<file path="config.mk">
export PLATFORM = sky130hd
export DESIGN_NAME = spi_ram_ctrl_flat
export DESIGN_NICKNAME = d
export VERILOG_FILES = /design/src/rtl/spi_ram_pkg.sv /design/src/rtl/spi_ram_ctrl_if.sv /design/src/rtl/spi_ram_array.sv /design/src/rtl/spi_ram_ctrl.sv /design/src/flat_wrapper.sv
export SDC_FILE = /design/constraint.sdc
export NUM_CORES = 2
export LEC_CHECK = 0
export ABC_AREA = 1
export CORE_MARGIN = 8
export CORE_UTILIZATION = 55
export DETAILED_ROUTE_END_ITERATION = 7
export PLACE_DENSITY = 0.71
export SYNTH_ARGS = -nofsm -noshare
export SYNTH_HDL_FRONTEND = slang
export SYNTH_SLANG_ARGS = --single-unit
</file>
<file path="constraint.sdc">
create_clock -name clk -period 5.9 [get_ports clk]
set_input_delay 1.18 -clock clk [delete_from_list [all_inputs] [get_ports clk]]
set_output_delay 1.18 -clock clk [all_outputs]
set_load 0.1 [all_outputs]
</file>
<file path="src/rtl/spi_ram_pkg.sv">
// Shared types for the SPI RAM controller: command encoding and FSM states.
package spi_ram_pkg;

  typedef enum logic [1:0] {
    CMD_WR_ADDR = 2'b00,
    CMD_WR_DATA = 2'b01,
    CMD_RD_ADDR = 2'b10,
    CMD_RD_DATA = 2'b11
  } cmd_e;

  typedef enum logic [1:0] {
    S_IDLE,
    S_READ,
    S_HOLD
  } state_e;

endpackage

</file>
<file path="src/rtl/spi_ram_ctrl_if.sv">
// Command/response bus between the SPI slave (master side) and the RAM controller (slave side).
interface spi_ram_ctrl_if #(
  parameter int PAY_W  = 8,
  parameter int DATA_W = 8
);

  logic              rx_valid;
  logic [PAY_W+1:0]  din;
  logic              rx_ready;
  logic [DATA_W-1:0] dout;
  logic              tx_valid;
  logic              tx_ready;
  logic              err;

  modport slave (
    input  rx_valid, din, tx_ready,
    output rx_ready, dout, tx_valid, err
  );

  modport master (
    output rx_valid, din, tx_ready,
    input  rx_ready, dout, tx_valid, err
  );

endinterface

</file>
<file path="src/rtl/spi_ram_array.sv">
// Storage array: one write port and one registered read port, contents never reset.
module spi_ram_array #(
  parameter int DATA_W    = 8,
  parameter int ADDR_W    = 8,
  parameter int MEM_DEPTH = 256
) (
  input  logic              clk_i,
  input  logic              we_i,
  input  logic [ADDR_W-1:0] waddr_i,
  input  logic [DATA_W-1:0] wdata_i,
  input  logic              re_i,
  input  logic [ADDR_W-1:0] raddr_i,
  output logic [DATA_W-1:0] rdata_o
);

  logic [DATA_W-1:0] mem_q [MEM_DEPTH];
  logic [DATA_W-1:0] rdata_q;

  // Write port: store the word on the edge where a write is requested.
  always_ff @(posedge clk_i) begin
    if (we_i) mem_q[waddr_i] <= wdata_i;
  end

  // Read port: capture the addressed word so it is ready one cycle later.
  always_ff @(posedge clk_i) begin
    if (re_i) rdata_q <= mem_q[raddr_i];
  end

  assign rdata_o = rdata_q;

endmodule

</file>
<file path="src/rtl/spi_ram_ctrl.sv">
// Command-decoded RAM: pointer set-up, writes, and handshaked reads for the SPI slave.
module spi_ram_ctrl #(
  parameter int DATA_W    = 8,
  parameter int ADDR_W    = 8,
  parameter int MEM_DEPTH = 256,
  parameter int PAY_W     = 8,
  parameter int AUTO_INC  = 1
) (
  input logic           clk,
  input logic           rst,
  spi_ram_ctrl_if.slave ram_if
);
  import spi_ram_pkg::*;

  localparam logic [ADDR_W-1:0] LAST_ADDR = ADDR_W'(MEM_DEPTH - 1);
  localparam logic [ADDR_W:0]   DEPTH_EXT = (ADDR_W + 1)'(MEM_DEPTH);

  state_e            state_q, state_d;
  logic [ADDR_W-1:0] wr_ptr_q, wr_ptr_d;
  logic [ADDR_W-1:0] rd_ptr_q, rd_ptr_d;
  logic [DATA_W-1:0] dout_q, dout_d;
  logic              tx_valid_q, tx_valid_d;
  logic              err_q, err_d;

  cmd_e              cmd;
  logic [PAY_W-1:0]  payload;
  logic [ADDR_W-1:0] pay_addr;
  logic              addr_ok;
  logic              accept;
  logic              rx_ready;
  logic              load_dout;
  logic              release_tx;
  logic              mem_we;
  logic              mem_re;
  logic [DATA_W-1:0] rdata;

  // Pointer increment that wraps at the last legal word, also for non power-of-2 depths.
  function automatic logic [ADDR_W-1:0] ptr_inc(input logic [ADDR_W-1:0] p);
    return (p == LAST_ADDR) ? '0 : p + 1'b1;
  endfunction

  assign cmd      = cmd_e'(ram_if.din[PAY_W+1:PAY_W]);
  assign payload  = ram_if.din[PAY_W-1:0];
  assign pay_addr = payload[ADDR_W-1:0];
  assign addr_ok  = {1'b0, pay_addr} < DEPTH_EXT;
  assign accept   = ram_if.rx_valid & rx_ready;

  // State register: reset aborts any read in flight.
  always_ff @(posedge clk or posedge rst) begin
    if (rst) state_q <= S_IDLE;
    else     state_q <= state_d;
  end

  // Next state: a read walks IDLE -> READ -> HOLD and returns once downstream takes the data.
  always_comb begin
    state_d = state_q;
    case (state_q)
      S_IDLE:  if (accept && cmd == CMD_RD_DATA) state_d = S_READ;
      S_READ:  state_d = S_HOLD;
      S_HOLD:  if (ram_if.tx_ready) state_d = S_IDLE;
      default: state_d = S_IDLE;
    endcase
  end

  // FSM outputs: commands are only taken in IDLE; READ loads dout; HOLD waits for tx_ready.
  always_comb begin
    rx_ready   = 1'b0;
    load_dout  = 1'b0;
    release_tx = 1'b0;
    case (state_q)
      S_IDLE:  rx_ready   = 1'b1;
      S_READ:  load_dout  = 1'b1;
      S_HOLD:  release_tx = ram_if.tx_ready;
      default: rx_ready   = 1'b0;
    endcase
  end

  // Command decode: pointer updates with range check, array strobes and response registers.
  always_comb begin
    wr_ptr_d   = wr_ptr_q;
    rd_ptr_d   = rd_ptr_q;
    err_d      = 1'b0;
    mem_we     = 1'b0;
    mem_re     = 1'b0;
    dout_d     = dout_q;
    tx_valid_d = tx_valid_q;
    if (accept) begin
      case (cmd)
        CMD_WR_ADDR: begin
          if (addr_ok) wr_ptr_d = pay_addr;
          else         err_d    = 1'b1;
        end
        CMD_WR_DATA: begin
          mem_we = 1'b1;
          if (AUTO_INC != 0) wr_ptr_d = ptr_inc(wr_ptr_q);
        end
        CMD_RD_ADDR: begin
          if (addr_ok) rd_ptr_d = pay_addr;
          else         err_d    = 1'b1;
        end
        CMD_RD_DATA: begin
          mem_re = 1'b1;
          if (AUTO_INC != 0) rd_ptr_d = ptr_inc(rd_ptr_q);
        end
        default: err_d = 1'b0;
      endcase
    end
    if (load_dout) begin
      dout_d     = rdata;
      tx_valid_d = 1'b1;
    end
    if (release_tx) tx_valid_d = 1'b0;
  end

  // Pointer and response registers.
  always_ff @(posedge clk or posedge rst) begin
    if (rst) begin
      wr_ptr_q   <= '0;
      rd_ptr_q   <= '0;
      dout_q     <= '0;
      tx_valid_q <= 1'b0;
      err_q      <= 1'b0;
    end else begin
      wr_ptr_q   <= wr_ptr_d;
      rd_ptr_q   <= rd_ptr_d;
      dout_q     <= dout_d;
      tx_valid_q <= tx_valid_d;
      err_q      <= err_d;
    end
  end

  spi_ram_array #(
    .DATA_W    (DATA_W),
    .ADDR_W    (ADDR_W),
    .MEM_DEPTH (MEM_DEPTH)
  ) u_array (
    .clk_i   (clk),
    .we_i    (mem_we),
    .waddr_i (wr_ptr_q),
    .wdata_i (payload[DATA_W-1:0]),
    .re_i    (mem_re),
    .raddr_i (rd_ptr_q),
    .rdata_o (rdata)
  );

  assign ram_if.rx_ready = rx_ready;
  assign ram_if.dout     = dout_q;
  assign ram_if.tx_valid = tx_valid_q;
  assign ram_if.err      = err_q;

endmodule

</file>
<file path="src/flat_wrapper.sv">
// flat-port wrapper written by rule: the top's interface ports become plain ports
module spi_ram_ctrl_flat import spi_ram_pkg::*;
#(
  parameter int DATA_W    = 8,
  parameter int ADDR_W    = 8,
  parameter int MEM_DEPTH = 256,
  parameter int PAY_W     = 8,
  parameter int AUTO_INC  = 1
)
  (clk, rst, ram_if_rx_valid, ram_if_din, ram_if_tx_ready, ram_if_rx_ready, ram_if_dout, ram_if_tx_valid, ram_if_err);
  spi_ram_ctrl_if #(.PAY_W(PAY_W), .DATA_W(DATA_W)) ram_if_i ();
  input logic clk;
  input logic rst;
  input wire logic [$bits(ram_if_i.rx_valid)-1:0] ram_if_rx_valid;
  input wire logic [$bits(ram_if_i.din)-1:0] ram_if_din;
  input wire logic [$bits(ram_if_i.tx_ready)-1:0] ram_if_tx_ready;
  output wire logic [$bits(ram_if_i.rx_ready)-1:0] ram_if_rx_ready;
  output wire logic [$bits(ram_if_i.dout)-1:0] ram_if_dout;
  output wire logic [$bits(ram_if_i.tx_valid)-1:0] ram_if_tx_valid;
  output wire logic [$bits(ram_if_i.err)-1:0] ram_if_err;
  assign ram_if_i.rx_valid = ram_if_rx_valid;
  assign ram_if_i.din = ram_if_din;
  assign ram_if_i.tx_ready = ram_if_tx_ready;
  assign ram_if_rx_ready = ram_if_i.rx_ready;
  assign ram_if_dout = ram_if_i.dout;
  assign ram_if_tx_valid = ram_if_i.tx_valid;
  assign ram_if_err = ram_if_i.err;
  spi_ram_ctrl #(.DATA_W(DATA_W), .ADDR_W(ADDR_W), .MEM_DEPTH(MEM_DEPTH), .PAY_W(PAY_W), .AUTO_INC(AUTO_INC)) u_core (.clk(clk), .rst(rst), .ram_if(ram_if_i));
endmodule
</file>
# Word-level counts from Yosys, hierarchy flattened
# Memories as Yosys holds them, arrays and structs flattened. A register that Yosys moved wholly into a read port is not among the register bits.
# Index checks and enable logic that the tools add are counted.
[totals]
ff_bits = 27
latchBits = 0
ram_bits = 2048
romBits = 0
input_bits = 14
out_inout_bits = 11
word_cells = 45
mem_count = 1
[op_classes]
n_addsub = 2
multipliers = 0
n_div = 0
magnitude_cmp = 0
eq_ne = 9
n_shift = 0
n_mux = 18
bitwise_logic = 1
reduce_logical = 9
[memory_table]
columns = ["name", "words", "word_bits", "rd", "rd_ports_with_merged_regs", "write_ports", "line", "rtl"]
rows = [
  ["u_core.u_array.mem_q", 256, 8, 1, 1, 1, "spi_ram_array.sv:16", "logic [DATA_W-1:0] mem_q [MEM_DEPTH];"],
]
[op_table]
columns = ["operator", "n"]
rows = [
  ["one-hot mux 8 bit (2 select lines)", 2],
  ["adder 8 x 1 -> 8 bit, second input constant", 2],
  ["== test 8 bit, second input constant", 2],
  ["2-to-1 mux 8 bit", 2],
  ["2-to-1 mux 1 bit", 11],
  ["== test 2 bit, second input constant", 3],
  ["one-hot mux 2 bit (3 select lines)", 1],
  ["AND reduction 2 bit", 3],
  ["nonzero test 2 bit", 3],
  ["== test 2 x 1 -> 1 bit, second input constant", 2],
  ["zero test 2 bit", 2],
  ["2-to-1 mux 2 bit", 2],
  ["!= test 2 x 1 -> 1 bit, second input constant", 1],
  ["!= test 2 bit, second input constant", 1],
  ["AND 1 bit", 1],
  ["logical AND 1 bit", 1],
]

# Depth between registers and ports, before layout
[depth]
depth_word = 6
depth_mapped = 15
ltp_nobuf = 11

# Hierarchy
# From an unflattened synthesis, not the netlist that was laid out.
[unflattened]
hier_cells = 7221
hier_area_um2 = 85026.5
[modules_own_cells]
columns = ["mod", "n_inst", "cells_per_inst", "area_per_inst_um2", "seq_area_each_um2"]
rows = [
  ["spi_ram_array", 1, 7003, 83476.3, 61739.2],
  ["spi_ram_ctrl", 1, 218, 1550.2, 675.6],
]

# Worst setup path before layout
# OpenSTA, ideal clock, no wires.
[synth_path]
path_kind = "register -> register"
startpoint = "reg u_core.state_q[1]"
endpoint = "mem u_core.u_array.mem_q[100][0] (enable)"
setup_time_ns = 0.370
arrival_time_ns = 3.222
t_required_ns = 5.530
path_slack_ns = 2.308
stages_incl_launch_ff = 9
path_buffers = 1
synth_period_minus_slack_ns = 3.592
cell_sequence = "dfrtp_1 > nor2_1 > nand2_1 > nor2_2 > inv_2 > nor2_4 > nand2_1 > buf_2 > nor2_1"
[synth_via]
elab_chain_cells = 6
[synth_rtl]
columns = ["item", "line", "rtl"]
rows = [
  ["start, declared", "spi_ram_ctrl.sv:18", "state_e state_q, state_d;"],
  ["start signal, assigned", "spi_ram_ctrl.sv:51", "else state_q <= state_d;"],
  ["zero test 2 bit", "spi_ram_ctrl.sv:70", "case (state_q)"],
  ["2-to-1 mux 1 bit", "spi_ram_ctrl.sv:70", ""],
  ["named net ram_if_rx_ready", "flat_wrapper.sv:17", "output wire logic [$bits(ram_if_i.rx_ready)-1:0] ram_if_rx_ready;"],
  ["AND 1 bit", "spi_ram_ctrl.sv:46", "assign accept = ram_if.rx_valid & rx_ready;"],
  ["2-to-1 mux 1 bit", "spi_ram_ctrl.sv:87", "if (accept) begin"],
  ["2-to-1 mux 1 bit", "spi_ram_array.sv:21", "if (we_i) mem_q[waddr_i] <= wdata_i;"],
  ["2-to-1 mux 1 bit (not written as such)", "spi_ram_array.sv:21", ""],
  ["end, declared", "spi_ram_array.sv:16", ""],
]
# The timed path passes the listed nets, and every way through them passes these cells.

==> metrics.txt <==
commonest non-fill, non-tap cells in the layout=2,056 x edfxtp_1, 1,528 x nand2_1, 1,358 x nand3_1, 826 x nor2_1, 818 x inv_1; number of I/O port buffers=23; antenna violations before repair=1; TNS Setup=0 ps; Max Cap Viol=0; Die W=417 um; VDD IR-drop max=291 uV; worst path bufs/invs=2; Slew Viols, Final=0; Vias per Instance=5.83; final hold viol count=0; mean post-synth cell area=11.3 sq um; worst hold path class=register to register; Cell Area, Synth=0.0886 sq mm; Synthesized Nets=7,859; hold path start=u_core.ram_if.dout[6]$_DFFE_PP0P_; distinct cell type count after synthesis=33; CP Capture Type=register; Worst-Skew Late Latency=820 ps; Final WS setup=1820 ps; post-synthesis sequential area ratio=0.704; slowest CP cell=inv_8; first-pass GRT wire length=341,000 um; cts hold-fix bufs=0; Hold Slack=482 ps; Clock Path Buffers=3; fillers=12,559; Top-Level Pins=25; Syn Inst Count=7,840; largest net degree at the start of global routing=217; reg-to-reg critical path endpoint=u_core.u_array.rdata_o[6]$_DFFE_PP_; CP cell instances=inv_8, buf_12, nand2_1, nand3_1, nand3_1, nand3_1, nand3_1, nand3_1, nand3_1, nand3_1, nand2_1; endpoints failing setup=0; Syn. warnings=0; relative slew slack=0.227; RSZ-0062 raised after global routing=no; P&R area growth vs syn=8.96%; H-tree depth=4; Worst Tran Pin Value=1160 ps; RD Place Congestion=0.910; highest clock rate=0.245 GHz; drt initial violations=7,326; Clock Sink Count=2,083; setup bufs post-CTS=0; CP Launch Type=register; Starting Density=0.553; Tcrit/Tclk final=0.692; Cell Pwr Density=373 mW/mm^2; R2R Setup Slk=1820 ps; Overflow after GRT=0; Largest stage delay, worst path=850 ps; crit path DAT=4640 ps; DP HPWL=128,000 um; commonest non-fill, non-tap cell in the layout=edfxtp_1; DRC viols=0; FF-to-FF path depth=11; CTS clk-pin slew, worst paths=60 ps; Tot GR Track Use=0.255; CTS tree=yes; Synth Register Bits=2,083; final WL=228,000 um; CP delay by family, top=simple AND/OR/NAND/NOR gates; drt wl/cell=22.8 um; via count=58,286; Tmin final=4080 ps; Design Power=36,100 uW; Clock Tree Root=clkbuf_16; Die Y=417 um; CP max FO=148; Crit path required time=6460 ps; CTS Buf Count=202; Rows=147; Final Net Count=7,700; core box area=0.160 sq mm; Final ANT Viol Nets=0; worst flop-to-flop path startpoint=u_core.rd_ptr_q[0]$_DFFE_PP0P_; Pleak=0.0357 uW; CP dominant cell by count=nand3_1; WHS Endpoint=u_core.ram_if.dout[6]$_DFFE_PP0P_; pre-CTS WS=1110 ps; vias in the first global route=56,285; WS Path Type=register to register; first-pass iteration count of the detailed router=6; Worst Skew=25.6 ps; status=finished clean; layout cell share with drive strength beyond 1=0.0795; die area=0.174 sq mm; hold depth=2; post-CTS sizing=0
[per-layer routing]
| layer | track usage | share of wire | up-vias |
|---|---|---|---|
| met5 | 0 | 0.000057 | - |
| met4 | 0.103 | 0.043 | 2 |
| met3 | 0.0493 | 0.10 | 546 |
| li1 | - | - | 26476 |
| met1 | 0.351 | 0.40 | 28060 |
| met2 | 0.405 | 0.46 | 3202 |
[state kept, by name (all words and copies together) (netlist names)]
name                    flops
u_core.ram_if.dout          8
u_core.u_array.mem_q     2048
u_core.rd_ptr_q             8
u_core.state_q              2
u_core.u_array.rdata_o      8
u_core.ram_if.tx_valid      1
u_core.wr_ptr_q             8
[cells by family after synthesis]
group / share of synthesized area
and+or+nand+nor: 0.188
DFF: 0.704
buffers and inverters: 0.0644
AOI/OAI and AO/OA: 0.0428
adders and majority gates: 0.000706
xor gates and xnor gates: 0.0000988
other: 0.0000423
[worst max-delay path by stage]
stage,from,to,slack [ps],depth (start not counted)
detailed placement,ram_if_din[8],u_core.u_array.mem_q[217][6]$_DFFE_PP_,1110,10
CTS,ram_if_din[8],u_core.u_array.mem_q[217][1]$_DFFE_PP_,1950,10
global route,u_core.rd_ptr_q[0]$_DFFE_PP0P_,u_core.u_array.rdata_o[4]$_DFFE_PP_,1750,11
finish,u_core.rd_ptr_q[0]$_DFFE_PP0P_,u_core.u_array.rdata_o[6]$_DFFE_PP_,1820,11
floorplan,u_core.state_q[1]$_DFFE_PP0P_,u_core.u_array.mem_q[100][0]$_DFFE_PP_,2310,8
global placement,ram_if_din[8],u_core.u_array.mem_q[233][2]$_DFFE_PP_,1270,10
[synth_stat cells]
cell | count | area share
o21ai_1 | 9 | 0.00051
nor3_1 | 3 | 0.00017
a22oi_1 | 8 | 0.00068
o31ai_1 | 3 | 0.00025
or2_2 | 130 | 0.0092
nand3_1 | 1360 | 0.077
o211ai_1 | 172 | 0.015
inv_2 | 6 | 0.00025
o211ai_2 | 70 | 0.0099
nor2_4 | 3 | 0.00038
dfrtp_1 | 27 | 0.0076
nand4_1 | 4 | 0.00028
nand3_2 | 3 | 0.00034
conb_1 | 1 | 0.000042
clkbuf_1 | 186 | 0.0079
nand2_1 | 1538 | 0.065
inv_1 | 818 | 0.035
nor2_1 | 826 | 0.035
a221oi_1 | 1 | 0.000099
buf_8 | 4 | 0.00068
o21ai_0 | 280 | 0.016
xor2_1 | 1 | 0.000099
or2_1 | 6 | 0.00042
o221ai_1 | 1 | 0.000099
buf_4 | 30 | 0.0025
buf_6 | 54 | 0.0069
buf_1 | 48 | 0.0020
buf_2 | 164 | 0.0093
nor2_2 | 1 | 0.000071
edfxtp_1 | 2056 | 0.70
a21oi_1 | 16 | 0.00090
ha_1 | 5 | 0.00071
clkinv_1 | 6 | 0.00025
[worst min-delay path, cell delays in order (launching register included)]
cell and delay, ps:
dfrtp_1 340, nand2_1 50, nand2_1 50
[per-stage QoR]
| step | area (sq um) | instances | utilization |
|---|---|---|---|
| after detailed placement | 90200 | 9637 | 0.562 |
| after floorplan | 88600 | 7840 | - |
| after CTS | 96600 | 10001 | 0.602 |
| after global routing | 96600 | 10001 | 0.602 |
| after global placement | 90200 | 9637 | 0.562 |
| final | 96600 | 10003 | 0.602 |
[layout make-up]
cell class	count	area, sq um	share of cell area
sequential	2083	62400	0.646
tap	2160	2700	0.0280
clock buffer	237	5210	0.0539
timing repair buffer	123	1370	0.0142
inverter	830	3140	0.0325
antenna	2	5.00	0.0000518
multi-input combinational	4441	20500	0.213
clock inverter	127	1170	0.0121
[power by group]
part	internal (uW)	switching, uW	total (uW)
Sequential	16300	218	16500
Clock	7080	5400	12500
Combinational	1910	5120	7030
Total	25300	10700	36100
Power figures use the tool's default switching activity.
